<file path="config.mk">
export PLATFORM = sky130hd
export DESIGN_NAME = icache_mem_arb
export DESIGN_NICKNAME = d
export VERILOG_FILES = /design/src/rtl/icache_arb_pkg.sv /design/src/rtl/icache_arb_tag_table.sv /design/src/rtl/icache_mem_arb.sv
export SDC_FILE = /design/constraint.sdc
export NUM_CORES = 1
export LEC_CHECK = 0
export CAP_MARGIN = 20
export CORE_AREA = 5 5 162 164
export DETAILED_ROUTE_END_ITERATION = 8
export DIE_AREA = 0 0 167 169
export SLEW_MARGIN = 20
export SYNTH_ARGS = -nofsm -noshare
export SYNTH_HDL_FRONTEND = slang
export SYNTH_SLANG_ARGS = --single-unit
</file>
<file path="constraint.sdc">
create_clock -name clock -period 16.95 [get_ports clock]
set_input_delay 4.2375 -clock clock [delete_from_list [all_inputs] [get_ports clock]]
set_output_delay 4.2375 -clock clock [all_outputs]
set_load 0.02 [all_outputs]
</file>
<file path="src/rtl/icache_arb_pkg.sv">
// Shared types for the two-port icache memory arbiter.
// Bus commands, owner masks and tag-table entry layout.
package icache_arb_pkg;

    localparam logic [1:0] BUS_NONE = 2'd0;
    localparam logic [1:0] BUS_LOAD = 2'd1;

    // bit 1 = icache port 1, bit 0 = icache port 0
    typedef logic [1:0] owner_t;

    typedef struct packed {
        owner_t owner;
    } entry_t;

    function automatic logic entry_valid(input entry_t e);
        return |e.owner;
    endfunction

endpackage

</file>
<file path="src/rtl/icache_arb_tag_table.sv">
// Outstanding-tag table: owner mask per memory tag, free on lookup hit.
// Allocation beats a same-cycle free of the same tag; entry 0 never valid.
module icache_arb_tag_table
    import icache_arb_pkg::*;
#(
    parameter int NUM_MEM_TAGS = 16
) (
    input  logic       clock,
    input  logic       reset,
    input  logic       alloc_en_i,
    input  logic [3:0] alloc_tag_i,
    input  owner_t     alloc_owner_i,
    input  logic [3:0] lookup_tag_i,
    output owner_t     lookup_owner_o,
    output logic [4:0] count_o
);

    entry_t [NUM_MEM_TAGS-1:0] tbl_q, tbl_d;
    logic [4:0]                cnt_q, cnt_d;

    always_comb begin
        lookup_owner_o = '0;
        for (int i = 1; i < NUM_MEM_TAGS; i++) begin
            if (lookup_tag_i == 4'(i)) lookup_owner_o = tbl_q[i].owner;
        end
    end

    always_comb begin
        tbl_d = tbl_q;
        cnt_d = '0;
        for (int i = 1; i < NUM_MEM_TAGS; i++) begin
            if (lookup_tag_i == 4'(i)) tbl_d[i] = '0;
            if (alloc_en_i && alloc_tag_i == 4'(i)) tbl_d[i].owner = alloc_owner_i;
        end
        for (int i = 0; i < NUM_MEM_TAGS; i++) begin
            cnt_d = cnt_d + 5'(entry_valid(tbl_d[i]));
        end
    end

    always_ff @(posedge clock) begin
        if (reset) begin
            tbl_q <= '0;
            cnt_q <= '0;
        end else begin
            tbl_q <= tbl_d;
            cnt_q <= cnt_d;
        end
    end

    assign count_o = cnt_q;

endmodule

</file>
<file path="src/rtl/icache_mem_arb.sv">
// Two-port icache to single memory bus arbiter with tag-based return routing.
// Define ICACHE_ARB_RR_EN for round-robin conflict resolution (else port 1 wins).
module icache_mem_arb
    import icache_arb_pkg::*;
#(
    parameter int NUM_MEM_TAGS = 16
) (
    input  logic        clock,
    input  logic        reset,
    input  logic [1:0]  proc2Imem_command1,
    input  logic [1:0]  proc2Imem_command,
    input  logic [63:0] proc2Imem_addr1,
    input  logic [63:0] proc2Imem_addr,
    output logic [3:0]  Imem2proc_response1,
    output logic [3:0]  Imem2proc_response,
    output logic [3:0]  Imem2proc_tag1,
    output logic [3:0]  Imem2proc_tag,
    output logic [63:0] Imem2proc_data1,
    output logic [63:0] Imem2proc_data,
    output logic [1:0]  proc2mem_command,
    output logic [63:0] proc2mem_addr,
    input  logic [3:0]  mem2proc_response,
    input  logic [3:0]  mem2proc_tag,
    input  logic [63:0] mem2proc_data,
    output logic [4:0]  outstanding_cnt
);

    logic   req1, req0, merge;
    logic   grant1, grant0;
    owner_t ret_owner;

    assign req1  = !reset && (proc2Imem_command1 != BUS_NONE);
    assign req0  = !reset && (proc2Imem_command != BUS_NONE);
    assign merge = req1 && req0 && (proc2Imem_addr1 == proc2Imem_addr);

`ifdef ICACHE_ARB_RR_EN
    // ptr_q high means port 1 has priority on the next conflict
    logic ptr_q, ptr_d;

    assign grant1 = req1 && (!req0 || merge || ptr_q);
    assign grant0 = req0 && (!req1 || merge || !ptr_q);

    always_comb begin
        ptr_d = ptr_q;
        if ((grant1 || grant0) && mem2proc_response != 4'd0) ptr_d = !ptr_q;
    end

    always_ff @(posedge clock) begin
        if (reset) ptr_q <= 1'b1;
        else       ptr_q <= ptr_d;
    end
`else
    assign grant1 = req1;
    assign grant0 = req0 && (!req1 || merge);
`endif

    always_comb begin
        proc2mem_command = BUS_NONE;
        proc2mem_addr    = '0;
        if (grant1) begin
            proc2mem_command = proc2Imem_command1;
            proc2mem_addr    = proc2Imem_addr1;
        end else if (grant0) begin
            proc2mem_command = proc2Imem_command;
            proc2mem_addr    = proc2Imem_addr;
        end
    end

    assign Imem2proc_response1 = grant1 ? mem2proc_response : 4'd0;
    assign Imem2proc_response  = grant0 ? mem2proc_response : 4'd0;

    icache_arb_tag_table #(
        .NUM_MEM_TAGS (NUM_MEM_TAGS)
    ) u_tags (
        .clock          (clock),
        .reset          (reset),
        .alloc_en_i     ((grant1 || grant0) && mem2proc_response != 4'd0),
        .alloc_tag_i    (mem2proc_response),
        .alloc_owner_i  ({grant1, grant0}),
        .lookup_tag_i   (mem2proc_tag),
        .lookup_owner_o (ret_owner),
        .count_o        (outstanding_cnt)
    );

    // Reset gates returns so stale tags never reach the caches
    always_comb begin
        Imem2proc_tag1  = '0;
        Imem2proc_tag   = '0;
        Imem2proc_data1 = '0;
        Imem2proc_data  = '0;
        if (!reset && ret_owner[1]) begin
            Imem2proc_tag1  = mem2proc_tag;
            Imem2proc_data1 = mem2proc_data;
        end
        if (!reset && ret_owner[0]) begin
            Imem2proc_tag   = mem2proc_tag;
            Imem2proc_data  = mem2proc_data;
        end
    end

endmodule

</file>
## Yosys cells after proc, flatten, opt, wreduce, memory -nomap -nowiden

Index checks and enable logic that the tools add are counted.

| word-level totals | value |
|---|---|
| bits in registers | 35 |
| bits in latches | 0 |
| bits in writable memories | 0 |
| memory bits (read-only) | 0 |
| input bits | 206 |
| output and inout port bits | 215 |
| logic and storage cells | 161 |
| memories | 0 |

| cells by class | value |
|---|---|
| add/sub/neg operators | 14 |
| $mul | 0 |
| divide/modulo/power cells | 0 |
| $lt $le $gt $ge | 0 |
| equality and inequality tests | 31 |
| shift-type cells | 0 |
| mux-type cells | 55 |
| bitwise operators | 0 |
| reduce and logical (&&, ||, !) cells | 45 |

Operator list:

| operator | count |
|---|---|
| $mux 64 | 4 |
| $mux 2 | 47 |
| $add 5x1->5 | 13 |
| $eq 4x4->1 const B | 16 |
| $eq 64x64->1 | 1 |
| $eq 4x3->1 const B | 8 |
| $reduce_or 2->1 | 15 |
| $logic_and 1x1->1 | 23 |
| $eq 4x2->1 const B | 4 |
| $mux 4 | 4 |
| $eq 4x1->1 const B | 2 |
| $reduce_bool 2->1 | 2 |
| $reduce_bool 4->1 | 1 |
| $add 1x1->2 | 1 |
| $logic_not 1->1 | 2 |
| $logic_or 1x1->1 | 2 |

## Logic depth before layout (Yosys ltp)

| depth | value |
|---|---|
| depth after elaboration | 25 |
| mapped depth | 19 |
| depth with buffers taken out | 18 |

## Cells and area by module

A second synthesis with hierarchy kept.

| second synthesis, totals | value |
|---|---|
| cell total of the unflattened synthesis | 645 |
| area, all modules | 4812.1 µm² |

By module, submodules not included:

| module | instances | cells an instance | area each (µm²) |
|---|---|---|---|
| icache_mem_arb | 1 | 347 | 2428.6 |
| icache_arb_tag_table | 1 | 298 | 2383.5 |

## Worst setup path before layout

No wires, ideal clock.

| path | value |
|---|---|
| kind | in2out |
| start | input mem2proc_tag[2] |
| end | output Imem2proc_data[47] |
| arrival | 5913 ps |
| data required time | 12712 ps |
| setup slack | 6800 ps |
| stages on the path | 8 |
| buffers on the path | 4 |
| cell sequence | buf_4 buf_2 nand2_1 o22ai_1 a211o_1 buf_6 buf_6 nor3b_1 |

| on the way | value |
|---|---|
| cells in the longest elaborated chain, start to end | 18 |

Ends and longest elaborated chain:

| element | line | RTL |
|---|---|---|
| start, declared | icache_mem_arb.sv:23 | `input logic [3:0] mem2proc_tag,` |
| $eq 4x1->1 | icache_arb_tag_table.sv:24 | `if (lookup_tag_i == 4'(i)) lookup_owner_o = tbl_q[i].owner;` |
| $mux 2 (14 in a row) | icache_arb_tag_table.sv:24 |  |
| $mux 2 * | icache_arb_tag_table.sv:24 |  |
| $logic_and 1x1->1 * | icache_mem_arb.sv:95 | `if (!reset && ret_owner[0]) begin` |
| $mux 64 * | icache_mem_arb.sv:95 |  |
| end, declared | icache_mem_arb.sv:19 | `output logic [63:0] Imem2proc_data,` |

Every way passes the cells marked *; elsewhere a longest branch is shown, timed or not.

## Worst setup path after layout

| path | value |
|---|---|
| start | input mem2proc_tag[0] |
| end | output Imem2proc_data[1] |

Same word-level chain as after synthesis.

==> results.ini <==
[yosys]
syn_area_um2 = 5290
syn_nets = 970
synth_ff_type = dfxtp_1
synthTopCellsByArea = dfxtp_1 13%, xnor2_1 11%, a22o_1 11%, a21oi_1 9.3%, nor3b_1 8.7%
ys_ff_latch = 35
synth_edf_count = 0
yosysTopAreaCellShare = 0.133
yosysWarnings = 0
yosys.cell_types.count = 59
synth.avg_cell_area_um2 = 7.06
synth_cells = 749
synth-seq-area-share = 0.133
synth_top_cell_by_area = dfxtp_1
async_flop_share = 0

[clocking]
numCtsBuffers = 5
post_cts_resized = 0
htreeDepth = 2
postCtsSetupBuffers = 0
clk_path_buf_depth = 2
root_buffer = clkbuf_16
holdBufCountCts = 0
path_clk_slew_ps = 60
clock_latency_ps = 290
cts.sinks = 35
cts_tree = built

[cells_and_area]
fin_nets = 1335
fillers = 2532
layout_common_cells = 419 x clkdlybuf4s50_1, 100 x nand2_1, 98 x a21oi_1, 65 x xnor2_1, 64 x a22o_1
final-seq-area_um2 = 701
diodes = 0
multi_input_area_um2 = 4220
drive_gt1_frac = 0.0350
layout_commonest_cell = clkdlybuf4s50_1
area_delta_synth_final_pct = 86.0

[place]
place_hpwl_mm = 22.7
port_buffers = 420
gp_congestion = 0.891
pre_cts_slack_ps = 4950

[timing]
slew_headroom = 0.324
drv_slew = 0
fin_tns_setup_ps = 0
setup_viol_count_final = 0
finClkSkew_ps = 4.97
fmax_mhz = 83.0
fin_hold_ws_ps = 505
worst_pin_slew_ps = 1010
finalHoldViolations = 0
rsz0062_at_grt = no
worst_slack_ps = 4910
period_needed_ps = 12040
timing.final.crit_share = 0.711

[global_routing]
track_usage = 0.189
grt_pass1_wl_mm = 42.6
grt.met2_usage = 0.301
grt_pass1_vias = 6688
overflow = 0
grt_util_met1 = 0.268
antenna_found_initial = 0
grt_max_degree = 74
top_usage_layer = met2
grtUsageMet3 = 0.0416

[routing]
firstDrtPassIters = 5
post-route-drc-count = 0
ant_nets = 0
via_per_inst = 4.96
drt-initial-drc-count = 709
post_drt_wl_per_cell_um = 19.9
via_count = 7160
routed_wl_mm = 28.8

[worst_hold_path]
hp-start = u_tags.tbl_q[25]
whs_endpoint = u_tags.tbl_q[25]
min_path_cells = 2
min_path_type = reg -> reg

[job]
maxCapViolCount = 0

[floorplan]
die_y_um = 169
start_util = 0.214
die_area_um2 = 28200
core_um2 = 24700
num_rows = 58
die_w_um = 167
boundaryPins = 421

[setup_path]
setup.worst_path.class = in -> out
crit_chain = clkdlybuf4s50_1 -> nand2b_1 -> o22a_1 -> o22ai_2 -> a2111oi_4 -> buf_4 -> nor3b_1 -> clkdlybuf4s50_1
r2r-end = u_tags.count_o[2]
cp_max_fo = 68
worst-endpoint-required_ps = 12710
reg2reg_slack_ps = 12960
r2r-start = u_tags.tbl_q[11]
arrival_ps = 7810
cpMaxStageDelayCell = clkdlybuf4s50_1
path_delay_family = buffers and inverters
worst-path-buf-inv = 3
start_kind = input port
r2r_cells = 13
crit_path_max_incr_delay_ps = 980
cp_common_cell = clkdlybuf4s50_1
cp-end-kind = output pin

[power_and_ir_drop]
p_leak_nw = 3.35
power_w = 0.000429
ir_worst_vdd_mv = 0.0403
powerDensity_nw_per_um2 = 43.6

[outcome]
outcome = completed

## cell usage after synthesis, drive strengths merged (2+ instances only)
master   number
o21ai        27
nor3         10
mux2i         8
fa            9
buf          34
nand3        12
nor4          7
nor4b         3
ha            6
clkbuf       36
a31oi         8
o32ai         4
inv          18
nor2b        11
nand4        24
nand2       100
a22o         64
dfxtp        35
nand3b        5
mux2          3
xnor2        65
nand2b       11
o21bai        2
and2          9
nor2         40
nor3b        66
o22ai         9
a21oi        98
o2111ai       4
a21o          2
a211o         2
## tightest hold or removal path, stage by stage, from the launching register on
cell	delay, ps
dfxtp_1	330
nand3_1	70
a21oi_1	60
## report_power, final
group | switching, W | leakage, nW | internal, W
clock network | 0.0000391 | 0.0838 | 0.0000694
logic | 0.000119 | 2.98 | 0.000116
registers | 0.000000901 | 0.283 | 0.0000840
total | 0.000159 | 3.35 | 0.000269
## metrics by stage
stage | std cells | util | area, µm²
2_1_floorplan | 749 | - | 5290
3_3_place_gp | 1437 | 0.390 | 9660
3_5_place_dp | 1437 | 0.390 | 9660
4_1_cts | 1445 | 0.397 | 9830
5_1_grt | 1445 | 0.397 | 9830
6_report | 1445 | 0.397 | 9830
## layout make-up
| type | instances | share of cell area |
|---|---|---|
| repair buffers | 428 | 0.433 |
| inverters | 18 | 0.00687 |
| clock inverters | 3 | 0.00446 |
| flip-flops and latches | 35 | 0.0713 |
| clock buffers | 5 | 0.0127 |
| multi-input cells | 626 | 0.429 |
| well taps | 330 | 0.0420 |
## how the worst max path moves through the flow
stage                          from                  to  slack, ps  depth (start not counted)
floorplan           mem2proc_tag[2]  Imem2proc_data[47]       6800                          8
global placement    mem2proc_tag[1]   Imem2proc_data[1]       4970                          8
detailed placement  mem2proc_tag[0]   Imem2proc_data[1]       4950                          8
CTS                 mem2proc_tag[0]   Imem2proc_data[1]       4920                          8
global route        mem2proc_tag[1]   Imem2proc_data[1]       4640                          8
finish              mem2proc_tag[0]   Imem2proc_data[1]       4910                          8
## routing by layer
layer / routed length [µm] / up-vias
met3: 2300 / 20
met5: 0 / -
met1: 13000 / 3396
li1: - / 3446
met4: 303 / 0
met2: 13200 / 298
## flip-flops by register name, summed over array words and instances, names as in the netlist
register and cells:
u_tags.count_o 5, u_tags.tbl_q 30
## kinds of logic after synthesis
logic type      Yosys count  synth area share
compound gates          229             0.288
xor+xnor                 66             0.109
fa+ha+maj                15            0.0483
buf+inv                  88            0.0786
flops                    35             0.133
mux                      11            0.0215
simple gates            305             0.321
(Power assumes the default switching activity.)
